**src/rtl/cube0414_pkg.sv**
```systemverilog
// -----------------------------------------------------------------------------
// cube0414_pkg
//   Definitions shared by the SPI receive front end and the layer/address
//   controller that consumes its bytes.
//
//   Contents:
//     CUBE0414_ADDR_WR / CUBE0414_DATA_WR : host command codes
//     SPI_BITS_PER_BYTE                   : bits per SPI byte
//     SPI_BIT_CNT_W                       : width of the bit counter
//     rx_state_e                          : receiver state encoding
//     rx_byte_t                           : received byte plus its D/C tag
// -----------------------------------------------------------------------------
package cube0414_pkg;

  // Host command codes, sent with D/C = 0.
  localparam logic [7:0] CUBE0414_ADDR_WR = 8'hcc;
  localparam logic [7:0] CUBE0414_DATA_WR = 8'hda;

  localparam int SPI_BITS_PER_BYTE = 8;
  localparam int SPI_BIT_CNT_W     = $clog2(SPI_BITS_PER_BYTE);

  // IDLE while chip select is high, ACTIVE while it is low.
  typedef enum logic {
    ST_IDLE   = 1'b0,
    ST_ACTIVE = 1'b1
  } rx_state_e;

  // One received byte together with the D/C level captured at its last bit.
  typedef struct packed {
    logic       dc;
    logic [7:0] data;
  } rx_byte_t;

endpackage : cube0414_pkg

```
**src/rtl/spi_slave_rx_if.sv**
```systemverilog
// -----------------------------------------------------------------------------
// spi_slave_rx_if
//   Bundles the SPI pins seen by the receiver and the byte-strobe interface it
//   presents to the downstream controller.
//
//   Signals:
//     spi_sclk_in   : SPI clock (mode 0), asynchronous to the system clock
//     spi_mosi_in   : serial data, MSB first
//     spi_cs_n_in   : chip select, active-low
//     spi_dc_in     : data/command select (0 = command, 1 = data)
//     byte_rdy_out  : one-cycle strobe per completed byte
//     byte_data_out : last completed byte, held until the next strobe
//     dc_out        : D/C level captured with the byte
//     err_out       : aborted-partial-byte strobe (SPI_SLAVE_RX_ERR_EN only)
//
//   Modports:
//     master : the host side / test driver (drives SPI pins, reads bytes)
//     slave  : the receiver (reads SPI pins, drives the byte interface)
// -----------------------------------------------------------------------------
interface spi_slave_rx_if;

  logic       spi_sclk_in;
  logic       spi_mosi_in;
  logic       spi_cs_n_in;
  logic       spi_dc_in;
  logic       byte_rdy_out;
  logic [7:0] byte_data_out;
  logic       dc_out;
`ifdef SPI_SLAVE_RX_ERR_EN
  logic       err_out;
`endif

`ifdef SPI_SLAVE_RX_ERR_EN
  modport master (
    output spi_sclk_in, spi_mosi_in, spi_cs_n_in, spi_dc_in,
    input  byte_rdy_out, byte_data_out, dc_out, err_out
  );

  modport slave (
    input  spi_sclk_in, spi_mosi_in, spi_cs_n_in, spi_dc_in,
    output byte_rdy_out, byte_data_out, dc_out, err_out
  );
`else
  modport master (
    output spi_sclk_in, spi_mosi_in, spi_cs_n_in, spi_dc_in,
    input  byte_rdy_out, byte_data_out, dc_out
  );

  modport slave (
    input  spi_sclk_in, spi_mosi_in, spi_cs_n_in, spi_dc_in,
    output byte_rdy_out, byte_data_out, dc_out
  );
`endif

endinterface : spi_slave_rx_if

```
**src/rtl/spi_slave_rx_input_sync.sv**
```systemverilog
// -----------------------------------------------------------------------------
// input_sync
//   SYNC_STAGES-deep single-bit synchroniser bringing an asynchronous pin into
//   the clk_in domain. All flops reset to 0.
//
//   Ports:
//     clk_in   : system clock
//     rst_n_in : asynchronous active-low reset
//     d        : asynchronous input
//     q        : synchronised output, SYNC_STAGES cycles behind d
// -----------------------------------------------------------------------------
module input_sync #(
  parameter int SYNC_STAGES = 2
) (
  input  logic clk_in,
  input  logic rst_n_in,
  input  logic d,
  output logic q
);

  logic [SYNC_STAGES-1:0] stages;

  // NOTE: sequential state uses non-blocking assignments so every flop samples
  // the pre-edge value of its neighbour; blocking here would collapse the chain.
  always_ff @(posedge clk_in or negedge rst_n_in) begin
    if (!rst_n_in) begin
      stages <= '0;
    end else begin
      stages <= {stages[SYNC_STAGES-2:0], d};
    end
  end

  assign q = stages[SYNC_STAGES-1];

endmodule : input_sync

```
**src/rtl/spi_slave_rx.sv**
```systemverilog
// -----------------------------------------------------------------------------
// spi_slave_rx
//   SPI mode-0 receive-only slave. Oversamples SCLK/MOSI/CS_n/DC through
//   identical synchronisers, detects SCLK rising edges in the clk_in domain,
//   shifts MOSI in MSB first and emits one byte_rdy_out strobe per completed
//   byte together with the D/C level sampled on the byte's 8th edge.
//
//   Parameters:
//     SYNC_STAGES : synchroniser depth, legal range 2..4
//
//   Ports:
//     clk_in   : system clock, rising edge
//     rst_n_in : asynchronous active-low reset
//     bus      : spi_slave_rx_if.slave (SPI pins in, byte interface out)
//
//   Build option:
//     SPI_SLAVE_RX_ERR_EN : when defined, bus.err_out pulses for one cycle
//                           when chip select is released in the middle of a
//                           byte. When undefined the partial byte is dropped
//                           silently and err_out does not exist.
//
//   Latency from the 8th SCLK rise at the pin to byte_rdy_out is about
//   SYNC_STAGES + 1..2 clk_in cycles depending on sampling phase.
// -----------------------------------------------------------------------------
module spi_slave_rx
  import cube0414_pkg::*;
#(
  parameter int SYNC_STAGES = 2
) (
  input  logic          clk_in,
  input  logic          rst_n_in,
  spi_slave_rx_if.slave bus
);

  localparam logic [SPI_BIT_CNT_W-1:0] LAST_BIT = SPI_BIT_CNT_W'(SPI_BITS_PER_BYTE - 1);

  // ---------------------------------------------------------------------------
  // Synchronisers: all four pins share the same depth so their relative
  // timing is preserved in the clk_in domain.
  // ---------------------------------------------------------------------------
  logic sclk_s;
  logic mosi_s;
  logic cs_n_s;
  logic dc_s;

  input_sync #(.SYNC_STAGES(SYNC_STAGES)) u_sync_sclk (
    .clk_in   (clk_in),
    .rst_n_in (rst_n_in),
    .d        (bus.spi_sclk_in),
    .q        (sclk_s)
  );

  input_sync #(.SYNC_STAGES(SYNC_STAGES)) u_sync_mosi (
    .clk_in   (clk_in),
    .rst_n_in (rst_n_in),
    .d        (bus.spi_mosi_in),
    .q        (mosi_s)
  );

  input_sync #(.SYNC_STAGES(SYNC_STAGES)) u_sync_cs_n (
    .clk_in   (clk_in),
    .rst_n_in (rst_n_in),
    .d        (bus.spi_cs_n_in),
    .q        (cs_n_s)
  );

  input_sync #(.SYNC_STAGES(SYNC_STAGES)) u_sync_dc (
    .clk_in   (clk_in),
    .rst_n_in (rst_n_in),
    .d        (bus.spi_dc_in),
    .q        (dc_s)
  );

  // ---------------------------------------------------------------------------
  // SCLK edge detection
  // ---------------------------------------------------------------------------
  logic sclk_d;
  logic sclk_rise;

  always_ff @(posedge clk_in or negedge rst_n_in) begin
    if (!rst_n_in) begin
      sclk_d <= 1'b0;
    end else begin
      sclk_d <= sclk_s;
    end
  end

  assign sclk_rise = sclk_s & ~sclk_d;

  // ---------------------------------------------------------------------------
  // Receive FSM with registered outputs
  // ---------------------------------------------------------------------------
  rx_state_e                state;
  logic [SPI_BIT_CNT_W-1:0] bit_cnt;
  // Only the first seven bits need storing; the eighth goes straight from
  // mosi_s into the output register.
  logic [6:0]               shift;
  rx_byte_t                 rx_q;
  logic                     byte_rdy_q;
`ifdef SPI_SLAVE_RX_ERR_EN
  logic                     err_q;
`endif

  // NOTE: every register here, including the shift register, has an explicit
  // reset value so outputs and internal state are defined from the first
  // cycle after reset release.
  always_ff @(posedge clk_in or negedge rst_n_in) begin
    if (!rst_n_in) begin
      state      <= ST_IDLE;
      bit_cnt    <= '0;
      shift      <= '0;
      rx_q       <= '0;
      byte_rdy_q <= 1'b0;
`ifdef SPI_SLAVE_RX_ERR_EN
      err_q      <= 1'b0;
`endif
    end else begin
      // Strobes default low; they are raised for a single cycle below.
      byte_rdy_q <= 1'b0;
`ifdef SPI_SLAVE_RX_ERR_EN
      err_q      <= 1'b0;
`endif

      unique case (state)
        ST_IDLE: begin
          bit_cnt <= '0;
          if (!cs_n_s) begin
            state <= ST_ACTIVE;
          end
        end

        ST_ACTIVE: begin
          // Chip select release wins over a coincident SCLK edge; whatever
          // partial byte is in flight is dropped.
          if (cs_n_s) begin
            state   <= ST_IDLE;
            bit_cnt <= '0;
`ifdef SPI_SLAVE_RX_ERR_EN
            err_q   <= (bit_cnt != '0);
`endif
          end else if (sclk_rise) begin
            shift   <= {shift[5:0], mosi_s};
            // Wraps 7 -> 0 so back-to-back bytes need no gap.
            bit_cnt <= bit_cnt + 1'b1;
            if (bit_cnt == LAST_BIT) begin
              rx_q.data  <= {shift, mosi_s};
              rx_q.dc    <= dc_s;
              byte_rdy_q <= 1'b1;
            end
          end
        end

        default: begin
          state   <= ST_IDLE;
          bit_cnt <= '0;
        end
      endcase
    end
  end

  assign bus.byte_rdy_out  = byte_rdy_q;
  assign bus.byte_data_out = rx_q.data;
  assign bus.dc_out        = rx_q.dc;
`ifdef SPI_SLAVE_RX_ERR_EN
  assign bus.err_out       = err_q;
`endif

endmodule : spi_slave_rx

```
**src/flat_wrapper.sv**
```systemverilog
// flat-port wrapper written by rule: the top's interface ports become plain ports
module spi_slave_rx_flat import cube0414_pkg::*;
#(
  parameter int SYNC_STAGES = 2
)
  (clk_in, rst_n_in, bus_spi_sclk_in, bus_spi_mosi_in, bus_spi_cs_n_in, bus_spi_dc_in, bus_byte_rdy_out, bus_byte_data_out, bus_dc_out);
  spi_slave_rx_if bus_i ();
  input  logic clk_in;
  input  logic rst_n_in;
  input wire logic [$bits(bus_i.spi_sclk_in)-1:0] bus_spi_sclk_in;
  input wire logic [$bits(bus_i.spi_mosi_in)-1:0] bus_spi_mosi_in;
  input wire logic [$bits(bus_i.spi_cs_n_in)-1:0] bus_spi_cs_n_in;
  input wire logic [$bits(bus_i.spi_dc_in)-1:0] bus_spi_dc_in;
  output wire logic [$bits(bus_i.byte_rdy_out)-1:0] bus_byte_rdy_out;
  output wire logic [$bits(bus_i.byte_data_out)-1:0] bus_byte_data_out;
  output wire logic [$bits(bus_i.dc_out)-1:0] bus_dc_out;
  assign bus_i.spi_sclk_in = bus_spi_sclk_in;
  assign bus_i.spi_mosi_in = bus_spi_mosi_in;
  assign bus_i.spi_cs_n_in = bus_spi_cs_n_in;
  assign bus_i.spi_dc_in = bus_spi_dc_in;
  assign bus_byte_rdy_out = bus_i.byte_rdy_out;
  assign bus_byte_data_out = bus_i.byte_data_out;
  assign bus_dc_out = bus_i.dc_out;
  spi_slave_rx #(.SYNC_STAGES(SYNC_STAGES)) u_core (.clk_in(clk_in), .rst_n_in(rst_n_in), .bus(bus_i));
endmodule
```
**config.mk**
```make
export PLATFORM = sky130hd
export DESIGN_NAME = spi_slave_rx_flat
export DESIGN_NICKNAME = d
export VERILOG_FILES = /design/src/rtl/cube0414_pkg.sv /design/src/rtl/spi_slave_rx_if.sv /design/src/rtl/spi_slave_rx_input_sync.sv /design/src/rtl/spi_slave_rx.sv /design/src/flat_wrapper.sv
export SDC_FILE = /design/constraint.sdc
export NUM_CORES = 1
export LEC_CHECK = 0
export ABC_AREA = 1
export CAP_MARGIN = 10
export CORE_ASPECT_RATIO = 0.8
export CORE_MARGIN = 1.5
export CORE_UTILIZATION = 47
export DETAILED_ROUTE_END_ITERATION = 10
export GPL_ROUTABILITY_DRIVEN = 0
export PLACE_DENSITY = 0.73
export SLEW_MARGIN = 25
export SYNTH_ARGS = -nofsm -noshare
export SYNTH_HDL_FRONTEND = slang
export SYNTH_SLANG_ARGS = --single-unit
```
**constraint.sdc**
```tcl
create_clock -name clk_in -period 1.3 [get_ports clk_in]
set_clock_uncertainty 0.1 [all_clocks]
set_input_delay 0.39 -clock clk_in [delete_from_list [all_inputs] [get_ports clk_in]]
set_output_delay 0.39 -clock clk_in [all_outputs]
set_load 0.1 [all_outputs]
```
After elaboration in Yosys (flattened, before gate mapping)
Index checks and enable logic that the tools add are counted.
{"block": "totals", "input_bits": 6, "register_bits": 30, "out_inout_bits": 10, "elab_cells": 28}
{"block": "op_classes", "bitwise": 4, "n_reduce_logical": 2, "n_eq_ne": 2, "addsub": 1, "mux": 8}
{"op": "$mux 3", "n": 2}
{"op": "$pmux 3 s2", "n": 1}
{"op": "$mux 1", "n": 5}
{"op": "$reduce_and 4->1", "n": 1}
{"op": "$add 3x1->3 const B", "n": 1}
{"op": "$eq 3x3->1 const B", "n": 1}
{"op": "$ne 3x2->1 const B", "n": 1}
{"op": "$not 1->1", "n": 3}
{"op": "$reduce_and 3->1", "n": 1}
{"op": "$and 1x1->1", "n": 1}

Logic depth before layout (Yosys ltp)
Gate-level depths: netlist (run 1).
{"block": "logic_depth", "depth_word": 5, "depth_mapped": 6, "mapped_depth_nobuf": 6}

Hierarchy
Synthesis (run 1) repeated with hierarchy kept, for this count alone.
{"block": "hier_totals", "cells_unflattened": 104, "hier_area_um2": 1116.1}
{"mod": "spi_slave_rx", "cells_per_inst": 96, "n_inst": 1, "area_each_um2": 915.9}
{"mod": "input_sync", "cells_per_inst": 2, "n_inst": 4, "area_each_um2": 50.0}

Worst setup path before layout (run 1)
OpenSTA, ideal clock, no wires.
{"block": "synth_timing", "path_type": "flip-flop to output port", "startpoint": "reg u_core.rx_q, in the netlist u_core.bus.byte_data_out[0]", "endpoint": "out bus_byte_data_out[0]", "arrival_ns": 0.897, "slack_ns": -0.087, "path_stages_with_launch": 1, "required_time_ns": 0.810, "path_cell_list": "dfrtp_1"}
{"item": "start: declaration", "line": "spi_slave_rx.sv:98", "text": "rx_byte_t rx_q;"}
{"item": "end: declaration", "line": "flat_wrapper.sv:15", "text": "output wire logic [$bits(bus_i.byte_data_out)-1:0] bus_byte_data_out;"}
No word-level cell between the ends.

Final worst setup path (run 1)
{"block": "layout_timing", "startpoint": "reg u_core.rx_q, in the netlist u_core.bus.byte_data_out[1]", "endpoint": "out bus_byte_data_out[1]"}
No word-level cell between the ends.

==> run summary, run 1 <==
The flow ran to the end, but the final reports show violations. The checks that failed: setup timing. Setup repair after global routing could not meet its margin everywhere.

In this run the core area contains 15 standard-cell rows. TritonCTS built the clock tree. Number of slew-limit violations in the final report: 0. The delay of the slowest cell on the worst path is 0.43 ns, and the total number of vias is 780.

After global routing the overflow that remains totals 0. The average vias per placed instance is 4.81. In the final routed layout, each cell accounts on average for 12.9 um.

The residual DRC count was 0; the count of hold buffers inserted by post-cts repair was 0. Summing all multi-input logic gate instances after layout gives 409 um^2. Yosys mapped the design onto 15 distinct sky130hd cell types.

The synthesized design contains 0 enable-type register cells. For the worst setup path, the data required time is 0.81 ns. For the worst setup path, the data arrival time is 0.94 ns. By area the synthesized netlist is led by sky130_fd_sc_hd__dfrtp_1, sky130_fd_sc_hd__nand2_1, sky130_fd_sc_hd__o21bai_1, sky130_fd_sc_hd__nand3_1, sky130_fd_sc_hd__inv_1. STA classifies the critical path endpoint as an output port. The slowest stage of the critical path belongs to the cell sky130_fd_sc_hd__dfrtp_2.

The logs give 0 for the number of antenna violations at the first check in global routing and 0 for the number of hold violations in the final report. The number of top-level pins was 16; the core area was 2250 um^2. Of all flip-flops after synthesis, the portion carrying an async set or reset was 100%. The DRC violation total after the first TritonRoute iteration is 21. In this run the deepest clock path goes through 2 buffers.

Entering global routing, the biggest net connects 31 pins. From synthesis to final layout, the design area changed by 37.9%. The worst pin sits at a relative slew slack of 85.8%. The synthesized netlist occupies a cell area of 1170 um^2. The worst supply voltage drop on vdd was 0.765 mV; the clock net sink count was 30.

After legalization and detailed placement, the total HPWL measured 1.41 mm. On the critical path the largest part of the delay comes from flip-flops. The later pin in the worst-skew pair is clocked with a latency of 0.33 ns. For this run, the top clock speed supported by timing is 701 MHz. Total power for the finished layout comes to 1.71 mW. The critical path is of the reg -> out type. The count of nets left with antenna violations once routing finished came out at 0. Transition time at the pin with the least slew margin: 0.212 ns.

Buffers placed on the I/O ports in this run total 15. The post-route minimum period came out at 1.43 ns. For this design the static power due to leakage is 0.781 nW.

The sum of buffers and inverters on the critical path works out to 1. Power spread over the standard cell area amounts to 1060 nW/um^2. Master cell of the clock root buffer: sky130_fd_sc_hd__clkbuf_4. The commonest cells after synthesis are sky130_fd_sc_hd__nand2_1, sky130_fd_sc_hd__dfrtp_1, sky130_fd_sc_hd__nand3_1.

The run gives -0.126 ns as the slack of the critical path. The CTS buffer count came out at 5. Walking the worst path, the cells encountered are buf_12. 0 antenna diodes ended up in the layout. The final period utilization is 110%, and the detailed-route wire length is 2.10 mm.

Clock-pin slew was measured on the worst setup and hold paths at 0.09 ns. Sequential cells were found to cover 64.1% of the synthesized design area. Across every metal layer, demand over resource in global routing totals 18.1%. For the number of global-route vias before repair, the log shows 721. The H-tree generated during clock tree synthesis spans 2 levels.

After the last flow step, the layout net total stands at 144. For the max-capacitance violation count, the log shows 0. STA classifies the critical path startpoint as a flop. Of all cell types, the one taking the most synthesized area is sky130_fd_sc_hd__dfrtp_1. The tools report the synthesized instance count as 108. The filler cell count in the final layout is 174.

In this run the worst hold path is classified as reg -> reg. The die covers 2800 um^2. In this run, synthesis produced a sequential element count of 30. For the area used by sequential logic in the layout, the log shows 763 um^2.

The share of the synthesized area in the top cell type was 64.1%. sky130_fd_sc_hd__nand2_1 is the most common cell in the netlist. Summing all placed instances gives a cell area of 1500 um^2. Setup violations remaining at the end of the flow were counted as 10. Once the floorplan was initialized, standard cells occupied 52.0% of the core. The post-synth net total was 116; the first-pass GRT wire length was 3.37 mm. Fraction of final layout cells with drive strength greater than 1: 36.5%. The Yosys warning count was 0; the post-synthesis average cell area was 10.8 um^2. The floorplan step set the die height to 47.6 um.

The die extent in x is 58.8 um. After routing the design area is 1620 um^2. The run gives 4 as the iteration count of the initial detailed-routing pass. Of all nets on the critical path, the largest fanout is 2.

The most instantiated flip-flop cell in the synthesis netlist was sky130_fd_sc_hd__dfrtp_1.
[metal layers]
metal / vias to the layer above / share of wire, % / global-route usage, %
met3: 6 / 6.2 / 8.11
met4: 0 / 2.2 / 9.55
li1: 401 / - / -
met5: - / 0 / 0
met1: 355 / 48 / 25.3
met2: 18 / 44 / 24.0
[per-stage QoR]
stage          utilization [%]  setup slack (ns)  hold WS, ns  cells  TNS (ns)
2_1_floorplan                -            0.0158     -0.00559    108         0
3_3_place_gp              66.4           -0.0436        0.231    151    -0.190
3_5_place_dp              66.4           -0.0577        0.237    151    -0.388
4_1_cts                   70.3            -0.143        0.257    160     -1.35
5_1_grt                   71.7            -0.174        0.264    162     -1.66
6_report                  71.7            -0.126        0.256    162     -1.19
[cell usage in the layout, fill, tap and decap left out, drive strengths merged]
master / netlist / layout
clkbuf: 0 / 7
inv: 13 / 13
o21bai: 9 / 9
clkdlybuf4s50: 0 / 5
dfrtp: 30 / 30
o21ai: 1 / 1
buf: 1 / 15
nor2: 2 / 3
nand3: 13 / 13
clkinv: 0 / 1
ha: 2 / 2
nand2: 37 / 38
[path summary, 6_finish.rpt]
check	startpoint	end	slack, ns	depth (start not counted)
worst max-delay path	u_core.bus.byte_data_out[1]	bus_byte_data_out[1]	-0.13	1
worst min-delay path	u_core.u_sync_cs_n.stages[0]	u_core.u_sync_cs_n.stages[1]	0.26	0
worst max register to register	u_core.bit_cnt[1]	u_core.bus.byte_data_out[0]	0.04	5
worst min register to register	u_core.u_sync_cs_n.stages[0]	u_core.u_sync_cs_n.stages[1]	0.26	0
max in group asynchronous	rst_n_in	u_core.bus.byte_data_out[3]	0.62	2
min in group asynchronous	rst_n_in	u_core.shift[1]	0.31	2
[power by group]
group / total, mW / switching (mW) / internal (mW) / leakage [nW]
Sequential: 1.03 / 0.0468 / 0.986 / 0.375
Clock: 0.569 / 0.307 / 0.262 / 0.0353
Combinational: 0.112 / 0.0656 / 0.0460 / 0.371
Total: 1.71 / 0.420 / 1.29 / 0.781
[final cells by class]
class / count / area share [%]
clock inverters: 1 / 0.310
well taps: 25 / 1.94
inverters: 13 / 3.18
repair buffers: 20 / 18.6
clock buffers: 7 / 3.41
flip-flops and latches: 30 / 47.3
multi-input cells: 66 / 25.3
[registers in the layout (all words and copies together) (netlist names)]
name                       count
u_core.bus.dc_out              1
u_core.u_sync_sclk.stages      2
u_core.bit_cnt                 3
u_core.sclk_d                  1
u_core.state                   1
u_core.u_sync_mosi.stages      2
u_core.bus.byte_rdy_out        1
u_core.u_sync_cs_n.stages      2
u_core.u_sync_dc.stages        2
u_core.shift                   7
u_core.bus.byte_data_out       8
[kinds of logic after synthesis]
kind of cell    Yosys count  synth area share, %
buf+inv                  14                 5.34
compound gates           10                 6.20
fa+ha+maj                 2                 2.14
simple gates             52                 22.2
flops                    30                 64.1
[timing repair]
item | in CTS | in global routing
cloned | 1 | 1
gates resized for setup | 3 | 5
setup buffers | 0 | 1
pin swaps | 2 | 8
endpoints found under the setup margin | 19 | 19
Power figures use the tool's default switching activity.
==> run 2: changes to the inputs <==
- CTS_CLUSTER_SIZE: default -> 14
==> results of run 2 <==
The final DEF is identical to that of run 1; final timing and power are the same.
